## src/rtl/br_lite_local_injector.sv

```systemverilog
// BrLite local-port injector: queues PE broadcast requests and presents them one at a
// time, stamped with source address and rolling id, on the router LOCAL req/ack port.

package br_lite_pkg;

  typedef enum logic [1:0] {
    BR_SVC_ALL   = 2'b00,
    BR_SVC_TGT   = 2'b01,
    BR_SVC_CLEAR = 2'b10,
    BR_SVC_RSV   = 2'b11
  } br_svc_t;

  typedef struct packed {
    logic [31:0] payload;
    logic [15:0] target;
    logic [15:0] source;
    logic [15:0] producer;
    logic [7:0]  ksvc;
    logic [4:0]  id;
    br_svc_t     service;
  } br_data_t;

  // Queued request: source and id are stamped only when the packet is loaded
  typedef struct packed {
    logic [31:0] payload;
    logic [15:0] target;
    logic [15:0] producer;
    logic [7:0]  ksvc;
    br_svc_t     service;
  } br_req_t;

endpackage

module br_lite_local_injector
  import br_lite_pkg::*;
#(
  parameter logic [15:0] ADDRESS    = 16'h0000,
  parameter int unsigned FIFO_DEPTH = 4
) (
  input  logic                        clk_i,
  input  logic                        rst_ni,
  input  logic                        req_valid_i,
  output logic                        req_ready_o,
  input  logic [1:0]                  req_service_i,
  input  logic [31:0]                 req_payload_i,
  input  logic [15:0]                 req_target_i,
  input  logic [15:0]                 req_producer_i,
  input  logic [7:0]                  req_ksvc_i,
  output logic                        br_req_o,
  input  logic                        br_ack_i,
  output logic [$bits(br_data_t)-1:0] br_data_o,
  output logic                        err_o,
  output logic [$clog2(FIFO_DEPTH):0] pending_o
);

  localparam int unsigned PTR_W = $clog2(FIFO_DEPTH);
  localparam int unsigned CNT_W = PTR_W + 1;
  localparam int unsigned ID_W  = 5;

  typedef enum logic {
    ST_IDLE,
    ST_SEND
  } state_t;

  state_t           state_q, state_d;
  br_req_t          mem_q [FIFO_DEPTH];
  logic [PTR_W-1:0] wr_ptr_q, wr_ptr_d;
  logic [PTR_W-1:0] rd_ptr_q, rd_ptr_d;
  logic [CNT_W-1:0] count_d;
  logic [ID_W-1:0]  id_q, id_d;
  br_data_t         data_q, data_d;
  logic             br_req_d;
  logic             err_d;
  logic             ready_d;

  br_svc_t          svc_c;
  logic             svc_ok_c;
  logic             accept_c;
  logic             push_c;
  logic             pop_c;
  br_req_t          push_entry_c;
  br_req_t          head_c;

  assign br_data_o = data_q;

  // Request side: only broadcast services are queued; CLEAR and the reserved code are rejected
  always_comb begin
    svc_c                 = br_svc_t'(req_service_i);
    svc_ok_c              = (svc_c == BR_SVC_ALL) || (svc_c == BR_SVC_TGT);
    accept_c              = req_valid_i && req_ready_o;
    push_c                = accept_c && svc_ok_c;
    err_d                 = accept_c && !svc_ok_c;
    push_entry_c.payload  = req_payload_i;
    push_entry_c.target   = req_target_i;
    push_entry_c.producer = req_producer_i;
    push_entry_c.ksvc     = req_ksvc_i;
    push_entry_c.service  = svc_c;
    head_c                = mem_q[rd_ptr_q];
  end

  // Next-state and registered-output logic
  always_comb begin
    state_d  = state_q;
    data_d   = data_q;
    br_req_d = br_req_o;
    id_d     = id_q;
    pop_c    = 1'b0;

    unique case (state_q)
      ST_IDLE: begin
        if (pending_o != '0) begin
          pop_c            = 1'b1;
          data_d.payload   = head_c.payload;
          data_d.target    = head_c.target;
          data_d.source    = ADDRESS;
          data_d.producer  = head_c.producer;
          data_d.ksvc      = head_c.ksvc;
          data_d.id        = id_q;
          data_d.service   = head_c.service;
          br_req_d         = 1'b1;
          state_d          = ST_SEND;
        end
      end
      ST_SEND: begin
        if (br_req_o && br_ack_i) begin
          id_d     = id_q + ID_W'(1);
          br_req_d = 1'b0;
          state_d  = ST_IDLE;
        end
      end
      default: begin
        br_req_d = 1'b0;
        state_d  = ST_IDLE;
      end
    endcase

    wr_ptr_d = push_c ? wr_ptr_q + PTR_W'(1) : wr_ptr_q;
    rd_ptr_d = pop_c  ? rd_ptr_q + PTR_W'(1) : rd_ptr_q;

    unique case ({push_c, pop_c})
      2'b10:   count_d = pending_o + CNT_W'(1);
      2'b01:   count_d = pending_o - CNT_W'(1);
      default: count_d = pending_o;
    endcase

    ready_d = (count_d != CNT_W'(FIFO_DEPTH));
  end

  always_ff @(posedge clk_i or negedge rst_ni) begin
    if (!rst_ni) begin
      state_q     <= ST_IDLE;
      wr_ptr_q    <= '0;
      rd_ptr_q    <= '0;
      pending_o   <= '0;
      id_q        <= '0;
      data_q      <= '0;
      br_req_o    <= 1'b0;
      err_o       <= 1'b0;
      req_ready_o <= 1'b1;
    end else begin
      state_q     <= state_d;
      wr_ptr_q    <= wr_ptr_d;
      rd_ptr_q    <= rd_ptr_d;
      pending_o   <= count_d;
      id_q        <= id_d;
      data_q      <= data_d;
      br_req_o    <= br_req_d;
      err_o       <= err_d;
      req_ready_o <= ready_d;
    end
  end

  // Payload storage needs no reset: occupancy alone qualifies every read
  always_ff @(posedge clk_i) begin
    if (push_c) begin
      mem_q[wr_ptr_q] <= push_entry_c;
    end
  end

endmodule

```

## config.mk

```make
export PLATFORM = sky130hd
export DESIGN_NAME = br_lite_local_injector
export DESIGN_NICKNAME = d
export VERILOG_FILES = /design/src/rtl/br_lite_local_injector.sv
export SDC_FILE = /design/constraint.sdc
export NUM_CORES = 1
export LEC_CHECK = 0
export ABC_AREA = 1
export CAP_MARGIN = 10
export CORE_ASPECT_RATIO = 1.5
export CORE_MARGIN = 1
export CORE_UTILIZATION = 42
export DETAILED_ROUTE_END_ITERATION = 12
export GPL_TIMING_DRIVEN = 1
export PLACE_DENSITY_LB_ADDON = 0.15
export SLEW_MARGIN = 20
export SYNTH_ARGS = -nofsm -noshare
export SYNTH_HDL_FRONTEND = slang
export SYNTH_SLANG_ARGS = --single-unit
```

## constraint.sdc

```tcl
create_clock -name clk_i -period 9.35 [get_ports clk_i]
set_clock_uncertainty 0.15 [all_clocks]
set_input_delay 1.87 -clock clk_i [delete_from_list [all_inputs] [get_ports clk_i]]
set_output_delay 1.87 -clock clk_i [all_outputs]
set_load 0.05 [all_outputs]
```

* Yosys cells after proc, flatten, opt, wreduce, memory -nomap -nowiden
Memory sizes are Yosys's and may differ from the RTL's. A register that Yosys moved wholly into a read port is not among the register bits. Cells that the tools add are included.
Storage, ports and cells: bits in registers 21, RAM bits 296, input port bits 78, output and inout bits 101, memories 1
Memory list:
- mem_q | depth 4, width 74, read ports 1, clocked after memory_dff 1, write ports 1, line 66 | br_req_t mem_q [FIFO_DEPTH];
Cells by class: add/sub/neg operators 5, eq/ne operators 6, muxes and demuxes 10, bitwise gates (word level) 1, reductions and logical operators 12
Operators by type and width (number):
- $mux 1 | 7
- $pmux 3 s2 | 1
- $reduce_and 2->1 | 3
- $add 5x1->5 const B | 1
- $add 2x1->2 const B | 2
- $eq 2x1->1 const B | 2
- $logic_and 1x1->1 | 4
- $pmux 1 s2 | 2
- $add 3x1->3 const B | 1
- $ne 3x3->1 const B | 1
- $reduce_bool 3->1 | 1
- $sub 3x1->3 const B | 1
- $eq 2x2->1 const B | 1
- $logic_not 1->1 | 2
- $logic_not 2->1 | 1
- $ne 2x1->1 const B | 1
- $ne 2x2->1 const B | 1
- $logic_or 1x1->1 | 1
- $not 1->1 | 1

* Longest topological paths before layout
Gate-level depths: netlist (run 1).
depth after elaboration 6, depth in mapped cells 14, mapped depth without buffers 13

* Worst setup path before layout (run 1)
No wires, ideal clock.
path type input -> register, from input port req_service_i[1], to memory mem_q[0][0] (netlist name), enable pin, setup time 507 ps, data arrival time 5277 ps, required time 8693 ps, slack 3416 ps, cell stages on the path 3, buffers on the path 0, path through inv_1 > nand3_1 > nor2_1
Between the ends: cells in the longest elaborated chain, start to end 5
RTL lines:
- start, declared | line 44 | input logic [1:0] req_service_i,
- $eq 2x1->1 / $logic_not 2->1 (equally long branches) | line 89 | svc_ok_c = (svc_c == BR_SVC_ALL) || (svc_c == BR_SVC_TGT);
- $logic_or 1x1->1 * | line 89
- $logic_and 1x1->1 * | line 91 | push_c = accept_c && svc_ok_c;
- $mux 1 * | line 175 | if (push_c) begin
- $mux 1 (not written as such) * | line 176 | mem_q[wr_ptr_q] <= push_entry_c;
- end, declared | line 66
Mark *: on every way between the ends. The rest lies on a longest branch, timed or not.

* Final worst setup path (run 1)
from input port req_service_i[1], to memory mem_q[0][21] (netlist name), enable pin
The elaborated chain is that of the path after synthesis.

==> impl_metrics.csv, run 1 <==
group,metric,value,unit
outcome,status,"finished, final reports clean",
setup_path,r2r_slack,6.10,ns
timing,finalCritPeriodShare,49.7,%
cts,clk_path_buf_depth,3,
synth,synth_top_family_by_area,"simple AND/OR/NAND/NOR gates",
floorplan,design.portCount,179,
global_routing,grt_pass1_wl,55800,um
hold_path,hp-class,"flop to flop",
power_and_ir_drop,p_int,3760,uW
cts,clock-sinks,391,
route,ant_nets,0,
timing,max_freq,215,MHz
timing,period_minus_slack,4.65,ns
cts,cts-hold-fix-buffers,0,
power_and_ir_drop,ir_worst_vdd,0.000221,V
timing,grt_setup_unrepaired,"no",
route,vias,10397,
global_routing,antenna_found_initial,1,
synth,muxShareOfSynthArea,0,%
cts,clock_latency,0.53,ns
global_routing,track_usage,18.2,%
cells_and_area,final_nets,1826,
timing,report.final.slew_viol_count,0,
floorplan,die_area,39800,sq um
timing,setup_viol,0,
cells_and_area,num-fill-cells,3464,
cts,ctsResizeCount,0,
power_and_ir_drop,p_comb_share,38.5,%
global_routing,grt_pass1_vias,10419,
cts,cts_setup_buffers,0,
route,routedWlPerCell,15.4,um
setup_path,required,9.34,ns
power_and_ir_drop,p_switching,2510,uW
route,via_per_inst,4.59,
synth,synth_fa_ha_area_share,0.581,%
route,wl,34900,um
synth,ys_seq_elements,391,
cts,clockRootBuffer,"clkbuf_16",
timing,max_slew_margin,27.4,%
synth,synthSimpleGateAreaFrac,19.2,%
cells_and_area,final_layout_size_suffix_gt1_share,4.52,%
route,drt_iter0_drc,675,
cells_and_area,final_cell_mix,"nand2_1, inv_1, edfxtp_1",
floorplan,die_width,163,um
power_and_ir_drop,swShare,40.1,%
floorplan,start_util,42.6,%
setup_path,worstSetupEndpointType,"flop",
synth,synth_area,16400,sq um
global_routing,grt_remaining_overflow,0,
synth,synth_xor_xnor_area_share,0.374,%
cts,htreeDepth,2,
cells_and_area,final_common_cell,"nand2_1",
synth,yosys_warnings,0,
synth,syn_inst,1598,
route,dr.pass1.iters,6,
cts,cts_inserted_buffers,36,
setup_path,crit_type,"input port to flop",
power_and_ir_drop,leakagePower,0.00889,uW
synth,syn_area_per_cell,10.2,sq um
power_and_ir_drop,power_frac_clock,23.2,%
timing,finalHoldViolations,0,
placement,portBuffers,162,
setup_path,cp-start-kind,"input port",
synth,synth_compound_area_share,0.245,%
floorplan,core,38400,sq um
placement,hpwl,19800,um
setup_path,worstPathArrival,4.64,ns
route,drcViolationCount,0,
power_and_ir_drop,seqPwrFrac,38.3,%
synth,ys_seq_area_share,68.8,%
floorplan,die_y,244,um
synth,ys_types,24,
timing,timing.hold.ws,0.324,ns
cells_and_area,area.growth.synth_to_final,18.5,%
floorplan,row_count,88,
cts,clk_pin_slew,0.06,ns
timing,worstMarginPinSlew,1.09,ns
global_routing,grt_max_degree,93,
cts,cts_tree,"built",
setup_path,path_max_fanout,48,
placement,globalplace.congestion,0.719,
power_and_ir_drop,p_per_area,323,nW/um^2
run,cap_violations,0,
timing,setup-tns-final,0,ns
cells_and_area,utilization,50.5,%
kinds of logic (layout without fill, tap and decap cells):
| group | count (synthesis) | count (layout) |
|---|---|---|
| and+or+nand+nor | 783 | 783 |
| xor gates and xnor gates | 7 | 7 |
| adders and majority gates | 7 | 7 |
| AOI/OAI and AO/OA | 8 | 8 |
| DFF | 391 | 391 |
| other | 1 | 17 |
| buffers and inverters | 401 | 557 |
worst paths after layout:
check | start | endpoint | depth (start not counted)
max in group asynchronous | rst_ni | rd_ptr_q[1]$_DFFE_PN0P_ | 2
max reg2reg | req_ready_o$_DFF_PN1_ | mem_q[0][21]$_DFFE_PP_ | 3
max | req_service_i[1] | mem_q[0][21]$_DFFE_PP_ | 5
min in group asynchronous | rst_ni | pending_o[2]$_DFF_PN0_ | 1
min reg2reg | br_data_o[16]$_DFFE_PN0P_ | br_data_o[16]$_DFFE_PN0P_ | 2
min | br_data_o[16]$_DFFE_PN0P_ | br_data_o[16]$_DFFE_PN0P_ | 2
metal layers:
layer	routed length, um	track usage, %	up-vias
met1	14100	21.1	4960
met3	1250	2.45	52
met2	18700	33.9	196
met5	0	0	-
li1	-	-	5189
met4	867	6.02	0
per-stage QoR:
| step | power, uW | instances | setup WS (ns) | area, sq um |
|---|---|---|---|---|
| 4_1_cts | 6360 | 2264 | 4.58 | 19400 |
| 3_5_place_dp | 4900 | 2198 | 4.03 | 18200 |
| 6_report | 6270 | 2265 | 4.70 | 19400 |
| 3_3_place_gp | 4860 | 2198 | 4.07 | 18200 |
| 2_1_floorplan | 4190 | 1613 | 3.42 | 16400 |
| 5_1_grt | 6660 | 2265 | 4.53 | 19400 |
power by group through the flow:
| stage | sequential, uW | combinational (uW) | clock (uW) |
|---|---|---|---|
| finish | 2400 | 2410 | 1450 |
| CTS | 2410 | 2460 | 1490 |
| floorplan | 2970 | 1220 | 0 |
| global placement | 2440 | 2430 | 0 |
| global route | 2440 | 2670 | 1550 |
| detailed placement | 2440 | 2460 | 0 |
synth_stat cells (all sizes together):
cell | number | area share, %
fa | 1 | 0.12
ha | 6 | 0.46
nor2 | 10 | 0.23
edfxtp | 296 | 54
dfrtp | 94 | 14
xor2 | 5 | 0.27
dfstp | 1 | 0.16
o21ai | 7 | 0.21
buf | 76 | 3.3
clkbuf | 7 | 0.16
a21oi | 1 | 0.031
nand3 | 154 | 4.7
xnor2 | 2 | 0.11
nand2 | 617 | 14
nand4 | 2 | 0.076
conb | 1 | 0.023
inv | 318 | 7.3
state kept, by name, summed over array words and instances (netlist names):
signal       count
err_o            1
br_req_o         1
br_data_o       79
wr_ptr_q         2
req_ready_o      1
state_q          1
id_q             5
pending_o        3
rd_ptr_q         2
mem_q          296
critical path: stages:
cell	delay [ns]
clkdlybuf4s50_1	0.50
inv_1	0.11
nand3_1	0.43
nor2_4	0.94
buf_4	0.71
layout make-up:
| class | count | area [sq um] | share of cell area (%) |
|---|---|---|---|
| Clock inverter | 14 | 136 | 0.703 |
| Clock buffer | 52 | 1030 | 5.32 |
| Timing Repair Buffer | 173 | 1700 | 8.77 |
| Tap cell | 495 | 619 | 3.19 |
| Inverter | 318 | 1200 | 6.18 |
| Multi-Input combinational cell | 821 | 3440 | 17.7 |
| Antenna cell | 1 | 2.50 | 0.0129 |
| Sequential cell | 391 | 11300 | 58.1 |
No activity file was read; power rests on OpenSTA's default activity.
==> inputs of run 2 (changes only) <==
clock period = 4.4 ns   (was 9.35 ns; I/O delays follow)
==> impl_metrics.csv, run 2 (synthesis gave the netlist of run 1 again) <==
group,metric,value,unit
outcome,status,"finished, final reports clean",
cts,clock-sinks,391,
route,routedWlPerCell,15.7,um
route,vias,10420,
placement,dpl_cell_area,18400,sq um
route,ant_nets,0,
route,drt_iter0_drc,560,
setup_path,cp_top_family,"simple AND/OR/NAND/NOR gates",
cells_and_area,final_cell_mix,"nand2_1, inv_1, edfxtp_1",
cts,cts_setup_buffers,0,
cts,cts-hold-fix-buffers,0,
route,drcViolationCount,0,
placement,portBuffers,162,
power_and_ir_drop,p_per_area,694,nW/um^2
global_routing,grt_remaining_overflow,0,
timing,setup_ws,1.47,ns
placement,dp_slack,0.839,ns
setup_path,required,4.48,ns
floorplan,die_y,244,um
cts,ctsResizeCount,0,
cells_and_area,largest_register_ffs,296,
cells_and_area,area.growth.synth_to_final,20.6,%
floorplan,start_util,42.6,%
global_routing,grt_pass1_wl,57100,um
cts,cts_inserted_buffers,39,
global_routing,track_usage,18.6,%
power_and_ir_drop,ir_worst_vdd,0.000456,V
timing,max_freq,341,MHz
floorplan,die_area,39800,sq um
cells_and_area,regMostFlops,"mem_q",
global_routing,grt_pass1_vias,10680,
setup_path,path_max_fanout,16,
timing,max_slew_margin,34.2,%
floorplan,die_width,163,um
timing,setup_viol,0,
cells_and_area,final_layout_size_suffix_gt1_share,5.11,%
cells_and_area,num-fill-cells,3443,
placement,globalplace.congestion,0.757,
hold_path,hp-class,"input port to asynchronous set/reset pin",
setup_path,critPathBufInv,3,
timing,grt_setup_unrepaired,"no",
cts,clockRootBuffer,"clkbuf_16",
cells_and_area,design_area,19800,sq um
timing,finalCritPeriodShare,66.6,%
setup_path,worstSetupEndpointType,"flop",
timing,report.final.slew_viol_count,0,
floorplan,design.portCount,179,
route,dr.pass1.iters,5,
setup_path,slowest_stage,"nor2_4",
cts,cts_tree,"built",
timing,worstMarginPinSlew,0.987,ns
cts,clock_latency,0.52,ns
placement,hpwl,21100,um
cts,clk_path_buf_depth,3,
run,cap_violations,0,
setup_path,critical_path.cell_chain,"clkdlybuf4s50_1, inv_1, nand3_1, nor2_4, buf_4",
cts,clk_pin_slew,0.06,ns
route,via_per_inst,4.57,
global_routing,antenna_found_initial,3,
setup_path,max_stage_delay,0.75,ns
cells_and_area,final_common_cell,"nand2_1",
cts,htreeDepth,2,
route,wl,35700,um
timing,period_minus_slack,2.93,ns
setup_path,crit_type,"input port to flop",
power_and_ir_drop,leakagePower,0.00905,uW
setup_path,worstPathArrival,3.01,ns
global_routing,grt_max_degree,88,
power_and_ir_drop,report.power.total,13700,uW
cells_and_area,final_nets,1837,
floorplan,core,38400,sq um
timing,finalHoldViolations,0,
floorplan,row_count,88,
setup_path,cp-start-kind,"input port",
==> run 2: cell types whose count changed in the layout (fill, tap and decap cells not counted), sizes merged <==
cell	change
diode	+1
clkinv	+5
buf	+8
bufinv	+3
inv	-2
clkinvlp	-1
==> run 2: area by class of cell <==
type	count	area (sq um)	share of cell area, %
antenna	2	5.00	0.0253
clock buffer	52	1100	5.56
clock inverter	19	221	1.12
inverter	318	1200	6.07
multi-input combinational	821	3440	17.4
sequential	391	11300	57.1
tap	495	619	3.14
timing repair buffer	181	1900	9.62
==> run 2: path summary, 6_finish.rpt <==
| path | startpoint | cells after the start | endpoint | slack, ns |
|---|---|---|---|---|
| setup / recovery | req_service_i[1] | 5 | mem_q[3][43]$_DFFE_PP_ | 1.47 |
| setup reg to reg | rd_ptr_q[0]$_DFFE_PN0P_ | 7 | br_data_o[67]$_DFFE_PN0P_ | 1.62 |
| max in group asynchronous | rst_ni | 2 | br_data_o[48]$_DFFE_PN0P_ | 3.08 |
| min in group clk_i | br_data_o[87]$_DFFE_PN0P_ | 2 | br_data_o[87]$_DFFE_PN0P_ | 0.32 |
| hold / removal | rst_ni | 1 | err_o$_DFF_PN0_ | 0.14 |
| hold reg to reg | br_data_o[87]$_DFFE_PN0P_ | 2 | br_data_o[87]$_DFFE_PN0P_ | 0.32 |
==> run 2: report_power, final <==
group | total (uW) | switching [uW] | internal [uW] | leakage, uW
clock network | 3390 | 1350 | 2050 | 0.000640
logic | 5190 | 3610 | 1580 | 0.00455
registers | 5120 | 420 | 4700 | 0.00386
==> run 2: layer usage <==
| layer | vias up | share of wire (%) | track usage [%] | routed length, um |
|---|---|---|---|---|
| li1 | 5215 | - | - | - |
| met1 | 4966 | 41 | 21.4 | 14600 |
| met2 | 185 | 54 | 34.9 | 19200 |
| met3 | 52 | 3.2 | 2.67 | 1140 |
| met4 | 2 | 2.2 | 5.99 | 777 |
| met5 | - | 0.031 | 0 | 11 |
==> run 2: stage by stage <==
step,hold slack (ns),instances,util [%],TNS [ns]
final,0.141,2279,51.4,0
after detailed placement,0.314,2206,48.0,0
after global routing,0.154,2279,51.4,0
after floorplan,0.321,1613,-,-161.12
after global placement,0.310,2206,48.0,0
after CTS,0.135,2277,51.4,0
==> variant 1 (settings of run 2) <==
Take the reset off `id_q` and load it in a clocked block of its own.
--- a/src/rtl/br_lite_local_injector.sv
+++ b/src/rtl/br_lite_local_injector.sv
@@ -153,5 +153,4 @@
       rd_ptr_q    <= '0;
       pending_o   <= '0;
-      id_q        <= '0;
       data_q      <= '0;
       br_req_o    <= 1'b0;
@@ -163,5 +162,4 @@
       rd_ptr_q    <= rd_ptr_d;
       pending_o   <= count_d;
-      id_q        <= id_d;
       data_q      <= data_d;
       br_req_o    <= br_req_d;
@@ -169,4 +167,8 @@
       req_ready_o <= ready_d;
     end
+  end
+
+  always_ff @(posedge clk_i) begin
+    id_q <= id_d;
   end
 
Behaviour: no difference found for any inputs over 4 cycles, from zero or initial values and one cycle with rst_ni low; that may be too few to reach the edited logic, so the function may still have changed.
==> variant 1 against run 2 <==
Via count grew 0.25%. Critical endpoint is now req_ready_o. Cell area fell by 0.96%. Final cell count fell by 0.70%. Count of clock-buffer cells in the layout up 7. Synthesized area fell by 0.14%. Worst setup slack got worse by 0.040 ns. Sequential cell count unchanged. Power down 1.3%. Routed wire length decreased by 0.72%.
==> variant 1: results (changes against run 2) <==
qor: yosys.per_instance_average_area_after_synthesis 10.3 um2 [+0.49%]
qor: worst_hold_path.hp-class input pin to asynchronous set/reset pin
qor: placement.globalplace.congestion 0.724 [-4.4%]
qor: routing.routedLengthMet1 14300 um [-1.9%]
qor: yosys.yosys_warnings 0 [unchanged]
qor: finish.fin_nets 1823 [-0.76%]
qor: power_and_ir_drop.vdd_drop_max 0.411 mV [-9.9%]
qor: run_status.outcome finished, final reports clean
qor: sta.tightestPinTransition 1.02 ns [+0.0305 ns]
qor: critical_path.worst-r2r-cell-count 7 [unchanged]
qor: global_routing.globalRouteTotalUtil 0.186 [-0.000977]
qor: finish.fillers 3440 [-0.087%]
qor: routing.post_drt_wl_per_cell 15.7 um [about the same]
qor: routing.wl_met2 19000 um [-1.1%]
qor: routing.met3_wl_post_dr 1280 um [+12%]
qor: yosys.sequential_to_total_area_share_from_yosys_stat 0.691 [+0.00248]
qor: clock_tree.htree_levels 2 [unchanged]
qor: sta.fin_crit 2.97 ns [+0.0403 ns]
qor: yosys.asyncSetResetFlopFracSynth 0.230 [-0.0128]
qor: yosys.synthDistinctLibCells 26 [+8.3%]
qor: critical_path.r2r_start rd_ptr_q[0]
qor: yosys.synth_enable_flop_cells 301 [+1.7%]
qor: critical_path.timing.critical_path.to req_ready_o
qor: yosys.synth_commonest_cells sky130_fd_sc_hd__nand2_1 (610), sky130_fd_sc_hd__inv_1 (312), sky130_fd_sc_hd__edfxtp_1 (301)
qor: global_routing.grt_use_met1 0.217 [+0.00298]
qor: critical_path.r2r_setup_slack 1.67 ns [+0.05 ns]
qor: placement.dpl.hpwl 20900 um [-0.96%]
qor: placement.setup_slack_placement 0.878 ns [+0.0387 ns]
qor: routing.drt_pass1_iterations 4 [-1]
qor: critical_path.worst-path-max-fanout 8 [-8]
qor: global_routing.met3_usage_grt 0.0260 [-0.000681]
qor: placement.dp_cells 2193 [-0.59%]
qor: power_and_ir_drop.p_leak 0.00894 uW [-1.2%]
qor: critical_path.reg2reg_to br_data_o[76]
qor: clock_tree.cts_made_buffers 38 [-2.6%]
qor: critical_path.timing.critical_path.from req_service_i[1]
qor: global_routing.grt_max_degree 85 [-3.4%]
qor: global_routing.grt_first_pass_wirelength 56500 um [-1.0%]
qor: critical_path.cp.arrival 3.29 ns [+0.28 ns]
qor: global_routing.grt_util_met2 0.344 [-0.00440]
qor: routing.total_wirelength 35500 um [-0.72%]
qor: clock_tree.ctsLongestPathBuffers 3 [unchanged]
qor: yosys.synth.area.top_cells sky130_fd_sc_hd__edfxtp_1 (55%), sky130_fd_sc_hd__nand2_1 (14%), sky130_fd_sc_hd__dfrtp_1 (14%)
qor: global_routing.grt_antenna_before_repair 1 [-2]
qor: routing.detailedRoute.firstIterationViolations 573 [+2.3%]
qor: global_routing.grt_pass1_vias 10517 [-1.5%]
qor: routing.route.top_layer_used met4
qor: finish.layout-drive-gt1-share 0.0464 [-0.00466]
qor: routing.via_per_inst 4.62 [+0.96%]
qor: placement.dpl_cell_area 18300 um2 [-0.62%]
variant 1: changes by cell type in the layout (fill, tap and decap cells not counted), moves of 2 or more:
| cell | delta |
|---|---|
| sky130_fd_sc_hd__buf_12 | -6 |
| sky130_fd_sc_hd__buf_4 | +3 |
| sky130_fd_sc_hd__bufinv_16 | -2 |
| sky130_fd_sc_hd__clkbuf_1 | +5 |
| sky130_fd_sc_hd__clkbuf_16 | -2 |
| sky130_fd_sc_hd__clkbuf_8 | +4 |
| sky130_fd_sc_hd__clkinv_2 | -5 |
| sky130_fd_sc_hd__clkinvlp_4 | -2 |
| sky130_fd_sc_hd__dfrtp_1 | -5 |
| sky130_fd_sc_hd__edfxtp_1 | +5 |
| sky130_fd_sc_hd__nand2_1 | -6 |
| sky130_fd_sc_hd__o21ai_0 | -3 |
variant 1: kinds of logic (layout without fill, tap and decap cells):
| logic type | Yosys count | after routing | share of synthesized area |
|---|---|---|---|
| flops | 391 | 391 | 0.691 |
| fa+ha+maj | 7 | 7 | 0.00582 |
| simple gates | 775 | 775 | 0.190 |
| compound gates | 7 | 7 | 0.00214 |
| other cells | 1 | 17 | 0.000229 |
| xor+xnor | 7 | 7 | 0.00375 |
| buf+inv | 400 | 564 | 0.107 |
variant 1: cell type report:
class                           instances  area, um2  area share
Clock buffer                           59       1120      0.0573
Sequential cell                       391      11300       0.578
Clock inverter                         10        126     0.00646
Timing Repair Buffer                  178       1800      0.0921
Inverter                              317       1190      0.0611
Antenna cell                            1       2.50    0.000128
Tap cell                              495        619      0.0317
Multi-Input combinational cell        812       3400       0.174
variant 1: report_power, final:
group	total (uW)	switching (uW)	leakage (uW)	internal, uW
Clock	3260	1330	0.000605	1930
Sequential	5100	394	0.00384	4710
Combinational	5160	3610	0.00449	1540
variant 1: worst min-delay path by stage:
stage	from	to	slack (ns)	depth (start not counted)
after CTS	br_data_o[89]	br_data_o[89]	0.33	2
after detailed placement	br_data_o[93]	br_data_o[93]	0.31	2
after floorplan	id_q[1]	br_data_o[3]	0.32	2
after global routing	br_data_o[53]	br_data_o[53]	0.34	2
after global placement	br_data_o[52]	br_data_o[52]	0.31	2
final	rst_ni	br_data_o[60]	0.33	1
variant 1: critical path, cell delays in order:
cell	delay, ns
sky130_fd_sc_hd__clkdlybuf4s50_1	0.53
sky130_fd_sc_hd__inv_1	0.12
sky130_fd_sc_hd__nand3_1	0.44
sky130_fd_sc_hd__ha_1	0.45
sky130_fd_sc_hd__inv_1	0.09
sky130_fd_sc_hd__fa_1	0.41
sky130_fd_sc_hd__o21ai_0	0.23
sky130_fd_sc_hd__nor2_1	0.08
sky130_fd_sc_hd__nand2_1	0.07
==> variant 2 (flow settings as in run 2) <==
Made on the original files. Set the parameter `FIFO_DEPTH` to 8 (it was 4).
--- a/src/rtl/br_lite_local_injector.sv
+++ b/src/rtl/br_lite_local_injector.sv
@@ -36,5 +36,5 @@
 #(
   parameter logic [15:0] ADDRESS    = 16'h0000,
-  parameter int unsigned FIFO_DEPTH = 4
+  parameter int unsigned FIFO_DEPTH = 8
 ) (
   input  logic                        clk_i,
Interface: changed (resized pending_o); port bits go from 179 to 180. The function was not compared with the original's and may differ.
==> variant 2 against run 2 <==
Sequential cell count is 299 higher. Core utilization is 1.8 points lower. Global-route usage is 0.86 points higher. Routed wire length is 76% higher. Worst setup slack worse by 0.071 ns. Largest cell class unchanged. Cell area is 59% higher. Synthesized area is 65% higher. Power is 57% higher.
==> variant 2: results (changes against run 2) <==
qor: run_status.outcome finished, final reports clean
qor: yosys.sequential_to_total_area_share_from_yosys_stat 0.747 [+0.0586]
qor: sta.tightestPinTransition 1.11 ns [+0.125 ns]
qor: clock_tree.postCtsSetupRepairBufs 0 [unchanged]
qor: yosys.synth_enable_flop_cells 592 [+100%]
qor: clock_tree.clk_transition_reported_paths 0.06 ns [about the same]
qor: routing.route.antenna.remaining_nets 0 [unchanged]
qor: clock_tree.ctsLongestPathBuffers 3 [unchanged]
qor: placement.dpl.hpwl 34500 um [+63%]
qor: yosys.postSynth.topFlopCell sky130_fd_sc_hd__edfxtp_1
qor: routing.detailedRoute.firstIterationViolations 1009 [+80%]
qor: finish.fin_nets 2288 [+25%]
qor: finish.stdcell_count 3063 [+34%]
qor: placement.setup_slack_placement 0.730 ns [-0.109 ns]
qor: global_routing.grt_pass1_vias 16411 [+54%]
qor: global_routing.grt_max_degree 183 [+110%]
qor: placement.placement.io_buffers 163 [+0.62%]
qor: finish.max_ffs_per_register 592 [+100%]
qor: critical_path.cp.arrival 3.14 ns [+0.13 ns]
qor: routing.drt_pass1_iterations 7 [+2]
qor: routing.total_wirelength 62700 um [+76%]
qor: clock_tree.cts_made_buffers 66 [+69%]
qor: yosys.synthDistinctLibCells 21 [-13%]
qor: placement.dp_cells 2941 [+33%]
qor: finish.insertedDiodeCount 0 [-2]
qor: global_routing.grt_antenna_before_repair 4 [+1]
qor: yosys.yosys_warnings 0 [unchanged]
qor: critical_path.worst-path-max-fanout 27 [+11]
qor: placement.dpl_cell_area 29500 um2 [+60%]
qor: yosys.synth_commonest_cells sky130_fd_sc_hd__edfxtp_1 (592), sky130_fd_sc_hd__nand2_1 (265), sky130_fd_sc_hd__o21ai_0 (233)
qor: finish.layout-drive-gt1-share 0.0647 [+0.0136]
qor: clock_tree.htree_levels 3 [+1]
qor: placement.globalplace.congestion 0.772 [+1.9%]
qor: clock_tree.clk-insertion-delay-late 0.61 ns [+0.09 ns]
qor: worst_hold_path.hp-class input pin to asynchronous set/reset pin
qor: yosys.synth.area.top_cells sky130_fd_sc_hd__edfxtp_1 (66%), sky130_fd_sc_hd__dfrtp_1 (9.0%), sky130_fd_sc_hd__o211ai_1 (6.2%)
qor: yosys.per_instance_average_area_after_synthesis 13.1 um2 [+28%]
qor: clock_tree.clock_tree.root_cell sky130_fd_sc_hd__clkbuf_16
qor: global_routing.globalRouteTotalUtil 0.195 [+0.00859]
qor: clock_tree.postCtsResizedCells 0 [unchanged]
qor: routing.via_per_inst 5.36 [+17%]
qor: power_and_ir_drop.p_leak 0.0111 uW [+23%]
qor: yosys.asyncSetResetFlopFracSynth 0.142 [-0.101]
qor: power_and_ir_drop.vdd_drop_max 0.376 mV [-17%]
qor: global_routing.grt_first_pass_wirelength 97500 um [+71%]
qor: finish.largest-register mem_q
-- variant 2: cell types whose count changed in the layout (fill, tap and decap cells not counted), moves of 11 or more --
cell,before,now
sky130_fd_sc_hd__clkbuf_1,8,20
sky130_fd_sc_hd__o21ai_0,7,233
sky130_fd_sc_hd__clkbuf_16,41,67
sky130_fd_sc_hd__nand3_1,153,85
sky130_fd_sc_hd__a21oi_1,1,54
sky130_fd_sc_hd__inv_1,313,150
sky130_fd_sc_hd__buf_4,9,20
sky130_fd_sc_hd__nand2_1,616,264
sky130_fd_sc_hd__edfxtp_1,296,592
sky130_fd_sc_hd__nor2_1,6,195
sky130_fd_sc_hd__o211ai_1,0,222
-- variant 2: worst max-delay path: stages --
cell and delay (ns):
sky130_fd_sc_hd__clkdlybuf4s50_1 0.57, sky130_fd_sc_hd__inv_1 0.14, sky130_fd_sc_hd__nand3_1 0.21, sky130_fd_sc_hd__or2_2 0.45, sky130_fd_sc_hd__nor2_4 0.56, sky130_fd_sc_hd__buf_12 0.30
-- variant 2: final cells by class --
class,instances,area (um2)
tap,805,1010
fill,5532,32000
inverter,154,588
clock buffer,89,1780
sequential,690,20200
multi-input combinational,1095,5580
timing repair buffer,197,2070
clock inverter,33,198
-- variant 2: worst paths after layout --
path	from	slack, ns	to	depth (start not counted)
max	req_service_i[1]	1.40	mem_q[6][47]	6
min	rst_ni	0.18	br_data_o[18]	1
max reg2reg	pending_o[2]	1.43	req_ready_o	13
min reg2reg	br_data_o[93]	0.33	br_data_o[93]	2
max in group asynchronous	rst_ni	3.01	req_ready_o	2
min in group clk_i	br_data_o[93]	0.33	br_data_o[93]	2
-- variant 2: cell families (layout without fill, tap and decap cells) --
group,after synthesis,in the layout,share of synthesized area
and+or+nand+nor,555,555,0.0810
AOI/OAI and AO/OA,509,509,0.115
adders and majority gates,6,6,0.00277
xor gates and xnor gates,9,9,0.00291
other,1,16,0.000138
buffers and inverters,301,473,0.0520
DFF,690,690,0.747
-- variant 2: power breakdown --
| group | switching [uW] | internal (uW) | total [uW] |
|---|---|---|---|
| Clock | 2390 | 2870 | 5260 |
| Sequential | 530 | 8030 | 8560 |
| Combinational | 5390 | 2290 | 7670 |
| Total | 8310 | 13200 | 21500 |
-- variant 2: routing by layer --
layer,part of all wire,vias to the layer above,track usage
met3,0.048,82,0.0328
met2,0.51,387,0.344
li1,-,7676,-
met4,0.016,8,0.0523
met5,0.00072,-,0
met1,0.42,8270,0.247
